File: src/rtl/snn_potential_mem_ctrl.sv
// Membrane-potential store and spike generator for one SNN core.
// Serves potentials to the adder, takes back sums, thresholds them and emits spikes.
//
// Ports:
//   clk, rst_n            clock, synchronous active-low reset
//   start                 one-cycle pulse that begins a run from IDLE or DONE
//   pot_valid/ready/data  stored potential {1'b0, pot[7:0]} offered to the adder
//   in_valid/ready/data   sum packet coming back from the NoC
//   spk_valid/ready/data  spike packet sent toward the NoC
//   busy, done            run status
//   err_cnt               dropped packets, saturating at 8'hFF
module snn_potential_mem_ctrl #(
  parameter int         NEURON_CNT = 25,
  parameter int         TIMESTEPS  = 10,
  parameter logic [8:0] THRESH     = 9'd64,
  parameter logic [3:0] MY_ADDR    = 4'd0,
  parameter logic [3:0] ADDER_ADDR = 4'd1,
  parameter logic [3:0] SPK_DEST   = 4'd15
) (
  input  logic        clk,
  input  logic        rst_n,
  input  logic        start,
  output logic        pot_valid,
  input  logic        pot_ready,
  output logic [8:0]  pot_data,
  input  logic        in_valid,
  output logic        in_ready,
  input  logic [31:0] in_data,
  output logic        spk_valid,
  input  logic        spk_ready,
  output logic [31:0] spk_data,
  output logic        busy,
  output logic        done,
  output logic [7:0]  err_cnt
);

  typedef enum logic [2:0] {
    S_IDLE,
    S_SEND_POT,
    S_WAIT_SUM,
    S_SPIKE,
    S_NEXT,
    S_DONE
  } state_t;

  localparam logic [5:0] LAST_IDX = 6'(NEURON_CNT - 1);
  localparam logic [3:0] LAST_TS  = 4'(TIMESTEPS - 1);

  state_t state, state_d;
  logic [5:0] idx, idx_d;
  logic [3:0] ts, ts_d;

  // Sized to the full 6-bit neuron index; only NEURON_CNT entries are used.
  logic [7:0] pot_mem [64];

  logic [3:0] pkt_dest;
  logic [3:0] pkt_src;
  logic [1:0] pkt_type;
  logic [5:0] pkt_nrn;
  logic [8:0] pkt_sum;
  logic       pkt_good;
  logic       sum_fire;
  logic       unused_rsvd;

  logic pot_xfer;
  logic in_xfer;
  logic spk_xfer;

  logic        pot_valid_d;
  logic [8:0]  pot_data_d;
  logic        in_ready_d;
  logic        spk_valid_d;
  logic [31:0] spk_data_d;
  logic        busy_d;
  logic        done_d;

  assign pkt_dest    = in_data[31:28];
  assign pkt_src     = in_data[27:24];
  assign pkt_type    = in_data[23:22];
  assign pkt_nrn     = in_data[21:16];
  assign pkt_sum     = in_data[8:0];
  assign unused_rsvd = ^in_data[15:9];

  assign pkt_good = (pkt_dest == MY_ADDR)
                 && (pkt_src == ADDER_ADDR)
                 && (pkt_type == 2'b00)
                 && (pkt_nrn == idx);
  assign sum_fire = (pkt_sum >= THRESH);

  assign pot_xfer = pot_valid && pot_ready;
  assign in_xfer  = in_valid && in_ready;
  assign spk_xfer = spk_valid && spk_ready;

  // State, counters, potential memory and registered outputs.
  always_ff @(posedge clk) begin
    if (!rst_n) begin
      state     <= S_IDLE;
      idx       <= '0;
      ts        <= '0;
      err_cnt   <= '0;
      pot_valid <= 1'b0;
      pot_data  <= '0;
      in_ready  <= 1'b0;
      spk_valid <= 1'b0;
      spk_data  <= '0;
      busy      <= 1'b0;
      done      <= 1'b0;
      for (int i = 0; i < NEURON_CNT; i++) begin
        pot_mem[i[5:0]] <= '0;
      end
    end else begin
      state     <= state_d;
      idx       <= idx_d;
      ts        <= ts_d;
      pot_valid <= pot_valid_d;
      pot_data  <= pot_data_d;
      in_ready  <= in_ready_d;
      spk_valid <= spk_valid_d;
      spk_data  <= spk_data_d;
      busy      <= busy_d;
      done      <= done_d;
      if (in_xfer) begin
        if (pkt_good) begin
          pot_mem[idx] <= sum_fire ? 8'd0 : pkt_sum[7:0];
        end else if (err_cnt != 8'hFF) begin
          err_cnt <= err_cnt + 8'd1;
        end
      end
    end
  end

  // Next-state and sequencing counters.
  always_comb begin
    state_d = state;
    idx_d   = idx;
    ts_d    = ts;
    unique case (state)
      S_IDLE, S_DONE: begin
        if (start) begin
          state_d = S_SEND_POT;
          idx_d   = '0;
          ts_d    = '0;
        end
      end
      S_SEND_POT: begin
        if (pot_xfer) state_d = S_WAIT_SUM;
      end
      S_WAIT_SUM: begin
        if (in_xfer && pkt_good) begin
          state_d = sum_fire ? S_SPIKE : S_NEXT;
        end
      end
      S_SPIKE: begin
        if (spk_xfer) state_d = S_NEXT;
      end
      S_NEXT: begin
        if (idx == LAST_IDX) begin
          idx_d   = '0;
          ts_d    = ts + 4'd1;
          state_d = (ts == LAST_TS) ? S_DONE : S_SEND_POT;
        end else begin
          idx_d   = idx + 6'd1;
          state_d = S_SEND_POT;
        end
      end
      default: state_d = S_IDLE;
    endcase
  end

  // Outputs are decoded from the upcoming state so they appear
  // registered in the same cycle the state is entered.
  always_comb begin
    pot_valid_d = (state_d == S_SEND_POT);
    in_ready_d  = (state_d == S_WAIT_SUM);
    spk_valid_d = (state_d == S_SPIKE);
    busy_d      = (state_d != S_IDLE) && (state_d != S_DONE);
    done_d      = (state_d == S_DONE);
    pot_data_d  = '0;
    spk_data_d  = '0;
    if (pot_valid_d) begin
      pot_data_d = {1'b0, pot_mem[idx_d]};
    end
    if (spk_valid_d) begin
      spk_data_d = {SPK_DEST, MY_ADDR, 2'b11, idx_d,
                    3'b000, ts_d, 9'h001};
    end
  end

endmodule

File: config.mk
export PLATFORM = sky130hd
export DESIGN_NAME = snn_potential_mem_ctrl
export DESIGN_NICKNAME = d
export VERILOG_FILES = /design/src/rtl/snn_potential_mem_ctrl.sv
export SDC_FILE = /design/constraint.sdc
export NUM_CORES = 1
export LEC_CHECK = 0
export CAP_MARGIN = 15
export CORE_MARGIN = 2
export CORE_UTILIZATION = 50
export CTS_CLUSTER_DIAMETER = 200
export DETAILED_ROUTE_END_ITERATION = 8
export PLACE_DENSITY = 0.77
export SKIP_CTS_REPAIR_TIMING = 1
export SLEW_MARGIN = 20
export SYNTH_ARGS = -nofsm -noshare
export SYNTH_HDL_FRONTEND = slang
export SYNTH_SLANG_ARGS = --single-unit
File: constraint.sdc
create_clock -name clk -period 4 [get_ports clk]
set_input_delay 0.8 -clock clk [delete_from_list [all_inputs] [get_ports clk]]
set_output_delay 0.8 -clock clk [all_outputs]
set_load 0.01 [all_outputs]
# After elaboration in Yosys (flattened, before gate mapping)

Memory sizes are Yosys's and may differ from the RTL's. A register that Yosys moved wholly into a read port is not among the register bits.
Index checks and enable logic that the tools add are counted.

Flip-flop bits (word level): 59
Bits of input ports: 38
Bits in latches: 0
Memories: 1
ROM bits: 0
Memory bits (writable): 512
Word-level logic and storage cells: 75
Output and inout port bits: 54

Memories:

| name    | words | bits a word | read ports | clocked after memory_dff | wr ports | line | source |
|---|---|---|---|---|---|---|---|
| pot_mem | 64    | 8           | 1          | 1                        | 25       | 54   | `logic [7:0] pot_mem [64];` |

Divide/modulo/power cells: 0
$mul: 0
Shift operators: 0
Equality and inequality tests: 15
Bitwise gates (word level): 1
Add/sub/neg operators: 3
Muxes and demuxes: 24
Order comparisons: 1
Reduce and logical (&&, ||, !) cells: 18

Operators with widths:

| cell                                                | count |
|---|---|
| two-way mux 32 bit                                  | 1 |
| two-way mux 3 bit                                   | 7 |
| two-way mux 6 bit                                   | 3 |
| two-way mux 8 bit                                   | 2 |
| one-hot mux 3 bit (5 select lines)                  | 1 |
| == test 3 x 2 -> 1 bit, second input constant       | 4 |
| one-hot mux 6 bit (2 select lines)                  | 1 |
| == test 3 bit, second input constant                | 3 |
| >= comparator 9 x 7 -> 1 bit, second input constant | 1 |
| adder 8 x 1 -> 8 bit, second input constant         | 1 |
| logical AND 1 bit                                   | 8 |
| two-way mux 4 bit                                   | 2 |
| inequality test 8 bit, second input constant        | 1 |
| one-hot mux 4 bit (2 select lines)                  | 1 |
| OR reduction 8 bit                                  | 1 |
| adder 6 x 1 -> 6 bit, second input constant         | 1 |
| == test 3 x 1 -> 1 bit, second input constant       | 2 |
| == test 6 x 5 -> 1 bit, second input constant       | 1 |
| == test 6 bit                                       | 1 |
| two-way mux 1 bit                                   | 6 |
| adder 4 x 1 -> 4 bit, second input constant         | 1 |
| == test 4 x 1 -> 1 bit, second input constant       | 1 |
| == test 4 bit, second input constant                | 1 |
| logical NOT 4 bit                                   | 1 |
| 9 further kinds                                     | 10 |

# Longest topological paths before layout

Depth in word-level cells: 10
Depth in mapped cells: 17
Gate-level depth less buffers: 11

# Worst setup path before layout

Ideal clock, no wire load.

Path type: register to register
From: register idx[0]
To: register pot_data[0], read port of pot_mem
Setup slack: 0.648 ns
Stages on the path, launching flop included: 13
Buffers on the path: 2
Arrival time: 3.292 ns
Required time: 3.941 ns
Setup time: 0.059 ns
Period minus slack after synthesis: 3.352 ns
Cells stage by stage: dfxtp_1 > clkbuf_1 > inv_1 > ha_1 > nor2b_1 > and2_1 > or3_1 > mux2_2 > or4b_1 > buf_2 > or3_1 > o21ai_1 > a221o_1

Word-level cells in the longest chain between the ends: 8
Elaborated cells on any way between the ends: 14
Those cells by class: 1 x add/sub; 3 x eq/ne; 6 x mux; 4 x reduce/logical

RTL lines:

| item                                 | line | source |
|---|---|---|
| start: declaration                   | 50   | `logic [5:0] idx, idx_d;` |
| start signal: assignment             | 113  | `idx <= idx_d;` |
| == test 6 bit                        | 87   | `&& (pkt_nrn == idx);` |
| logical AND 1 bit                    | 87   |  |
| logical AND 1 bit                    | 149  | `if (in_xfer && pkt_good) begin` |
| two-way mux 3 bit                    | 149  |  |
| one-hot mux 3 bit (5 select lines)   | 137  | `unique case (state)` |
| == test 3 x 1 -> 1 bit               | 173  | `pot_valid_d = (state_d == S_SEND_POT);` |
| AND reduction 2 bit (no source line) | --   |  |
| logical NOT 1 bit (no source line)   | --   |  |
| end: declaration                     | 25   | `output logic [8:0] pot_data,` |

Several ways; a longest one is shown, not always the timed one.
A chain may end at the register's enable or synchronous reset.

# Worst setup path in the final report

From: register idx[1]
To: register pot_data[4], read port of pot_mem

The elaborated chain is that of the path after synthesis.

==> out/results.env <==
OVERFLOW=0
SYNTH_ENABLE_FLOP_CELLS=512
SEQ_AREA_FRAC_SYNTH_PCT=69.4
POWER_DENSITY_nW_PER_UM2=421
CORE-AREA_UM2=46500
CTSROOTBUFFERMASTER='sky130_fd_sc_hd__clkbuf_16'
SYNTH-ADDER-AREA-SHARE_PCT=0.267
SYNTH_CELLS=1968
FIN_CRIT_PS=3750
CELLLEAKAGEPOWER_uW=0.0100
HOLD-WORST-SLACK_PS=522
IO_BUFFERS=68
SYNTH_CELL_AREA_UM2=23400
MOST_COMMON_LIBRARY_CELL_IN_THE_LAYOUT_IGNORING_FILL_AND_TAPS='sky130_fd_sc_hd__edfxtp_1'
CRITICAL-PATH-TOP-CELL-BY-COUNT='sky130_fd_sc_hd__buf_4'
WORSTPATHREQUIRED_PS=4550
WIRE_PER_INST_UM=20.4
GP_ROUTABILITY_CONGESTION=0.908
SYNTH_COMPOUND_AREA_SHARE_PCT=5.93
GLOBALROUTETOTALUTIL_PCT=24.9
CLOCK_INSERTION_DELAY_WORST_SKEW_PS=610
TRITONCTS_NUM_SINKS=556
SYNTHXORXNORAREAFRAC_PCT=0.448
POSTLAYOUTCOREUTIL_PCT=60.2
HOLD_CLASS='reg2reg'
ARRIVAL_TIME_AT_THE_WORST_ENDPOINT_PS=4290
CPPEAKSTAGEDELAY_PS=730
POST_SYNTH_AND_OR_NAND_NOR_AREA_FRACTION_PCT=18.2
DETAIL_ROUTE.FIRST_PASS.ITERATIONS=6
SETUP_VIOL=0
CTS_HTREE_LEVELS=2
GRT_SETUP_UNREPAIRED='no'
CTS_TREE='done'
DP.FINAL_HPWL_UM=39500
CRITICAL_PATH.SLOWEST_CELL='sky130_fd_sc_hd__or4b_1'
WORST-R2R-CELL-COUNT=12
SYNTHESIS.YOSYS.WARNINGS=0
END_KIND='flop'
POST_SYNTH.CELL_AREA_AVG_UM2=11.9
WORST-PATH-MAX-FANOUT=8
AREA_GROWTH_PCT=19.3
AVGVIACOUNTPERCELL=5.73
SETUP.REG_TO_REG.WORST_SLACK_PS=250
LARGEST_FAMILY_OF_LOGIC_CELLS_BY_SYNTHESIZED_AREA='simple AND/OR/NAND/NOR gates'
TIGHTEST_SLEW_PS=1080
REGAREA_UM2=16300
NFILLCELLS=3537
SETUP_TOTAL_NEGATIVE_SLACK_PS=0
REPORT.FINAL.HOLD_VIOL_COUNT=0
ROUTED-VIA-COUNT=16700
INITIALDRTVIOLATIONCOUNT=2078
SYNTH.DISTINCT_CELLS=63
MAXIMUM_NUMBER_OF_PINS_ON_ONE_NET_BEFORE_GLOBAL_ROUTE_REPAIR=51
SKEW_PS=19.3
COUNT_OF_PINS_OVER_THEIR_SLEW_LIMIT=0
TIMING.CRITICAL_PATH.CELLS='clkinv_1, ha_1, nor2b_1, and2_1, or3_1, mux2_2, or4b_1, buf_4, nor4_1, buf_4, o21ai_0, nand2_1'
OUTCOME='finished clean'
STARTPOINT='idx[1]'
PLACE_WORST_SETUP_SLACK_PS=-160
GRT_ANTENNA_BEFORE_REPAIR=1
NUM-NETS-FINAL=2307
TIMING.MAX_SLEW.REL_SLACK_PCT=27.2
LAYOUT_WORST_PATH_CYCLE_SHARE_PCT=93.6
ASYNC_FLOP_SHARE_PCT=0
CAP_VIOL_MAX_COUNT=0
MAX_CLOCK_FREQ_MHz=267
DETAIL_ROUTE.WIRELENGTH_UM=59400
DIE_WIDTH_UM=221
INITIAL_UTILIZATION_PCT=50.4
LAYOUT-DRIVE-GT1-SHARE_PCT=12.2
NUMBER_OF_REMAINING_DRC_ERRORS=0
CLKTRANSATPATHREGS_PS=60
MULTI_INPUT_COMB_AREA_UM2=7010
FINAL_CRITICAL_PATH_SETUP_SLACK_PS=254
FIRST_PASS_GRT_WIRE_LENGTH_UM=91800
CRITICAL_PATH.ENDPOINT='pot_data[4]'
WORST_HOLD_PATH.NUM_CELLS=2
MUXSHAREOFSYNTHAREA_PCT=2.53
REGTOREGENDPOINT='pot_data[4]'
GRT_PASS1_VIAS=16300
CP-START-KIND='flop'
POSTROUTEANTENNANETS=0
DIEHEIGHT_UM=221
MOSTFREQUENTLAYOUTCELLS='512 x sky130_fd_sc_hd__edfxtp_1, 490 x sky130_fd_sc_hd__nand2_1, 235 x sky130_fd_sc_hd__nor2_1, 163 x sky130_fd_sc_hd__buf_4, 157 x sky130_fd_sc_hd__nand3_1'
CTS_MADE_BUFFERS=53
FLOORPLAN.IO_PINS=92
ROWS=79
CRITICALPATHCATEGORY='reg2reg'
MAX_CLOCK_BUF_DEPTH=3
WORSTREG2REGSTART='idx[1]'
DIODES=0
YOSYS_MOST_USED_DFF='sky130_fd_sc_hd__edfxtp_1'
YS_FF_LATCH=556
VDD_IR_DROP_MAX_mV=0.344
DIE-AREA_UM2=48600
==> Yosys cell counts (all sizes together) (6+ instances only) <==
library cell / count / area share (%)
nor3: 16 / 0.34
nand3: 157 / 3.4
xnor2: 8 / 0.30
clkbuf: 76 / 1.2
o311ai: 8 / 0.30
inv: 16 / 0.26
buf: 70 / 1.8
nand4: 15 / 0.40
and2: 9 / 0.24
and3: 48 / 1.3
a31oi: 29 / 0.77
dfxtp: 44 / 3.8
mux4: 15 / 1.4
nand2: 492 / 7.9
a21o: 6 / 0.19
nor2: 235 / 3.8
a211oi: 14 / 0.45
o22ai: 6 / 0.16
edfxtp: 512 / 66
o21ai: 14 / 0.30
a311oi: 46 / 1.7
a21oi: 24 / 0.51
mux2i: 22 / 0.94
or3: 8 / 0.21
a21boi: 6 / 0.19
a221o: 8 / 0.34
==> through the flow <==
stage	power (uW)	cell area, um2	cells
floorplan	6750	24000	2111
global placement	6870	26300	2816
detailed placement	6890	26300	2816
CTS	11800	27900	2910
global route	12100	27900	2910
finish	11800	27900	2910
==> per-layer routing <==
layer  share of wire, %  up-vias  GRT usage, %
li1                   -     7542             -
met1                 38     8071          32.3
met2                 49      923          41.7
met3                 10      135          5.40
met4                3.2        0          9.04
met5                  0        -             0
==> critical path: cells and delay by family, from the launching register on <==
family / cells / cell delay (ps)
compound gates: 1 / 60
buf+inv: 3 / 680
simple gates: 6 / 2040
flops: 1 / 330
mux: 1 / 270
fa+ha+maj: 1 / 300
==> report_power, final <==
part	switching [uW]	leakage (uW)	internal, uW	total (uW)
clock	2110	0.000823	2870	4980
sequential	41.4	0.00490	6430	6470
combinational	192	0.00432	111	303
total	2340	0.0100	9410	11800
==> how the worst min path moves through the flow <==
| stage | start | endpoint | slack (ps) |
|---|---|---|---|
| global route | err_cnt[5] | err_cnt[5] | 540 |
| finish | err_cnt[5] | err_cnt[5] | 520 |
| CTS | err_cnt[5] | err_cnt[5] | 520 |
| detailed placement | err_cnt[5] | err_cnt[5] | 510 |
| global placement | err_cnt[5] | err_cnt[5] | 500 |
| floorplan | ts[3] | spk_data[12] | 500 |
==> cell type report <==
type	count	share of cell area (%)
flip-flops and latches	556	58.2
multi-input cells	1391	25.1
clock buffers	63	4.88
clock inverters	31	1.16
repair buffers	244	7.74
inverters	18	0.242
well taps	607	2.72
==> state kept, by name (all words and copies together) (netlist names) <==
signal and flops:
err_cnt 8, pot_data 8, in_ready 1, busy 1
pot_valid 1, idx 6, ts 4, pot_mem 512
spk_data 11, state 3, done 1
==> kinds of logic after synthesis <==
group | count (synthesis)
xor+xnor | 12
compound gates | 187
simple gates | 1003
flops | 556
buf+inv | 164
mux | 40
fa+ha+maj | 5
other cells | 1
Note: power is estimated with default switching activity, not from simulation.
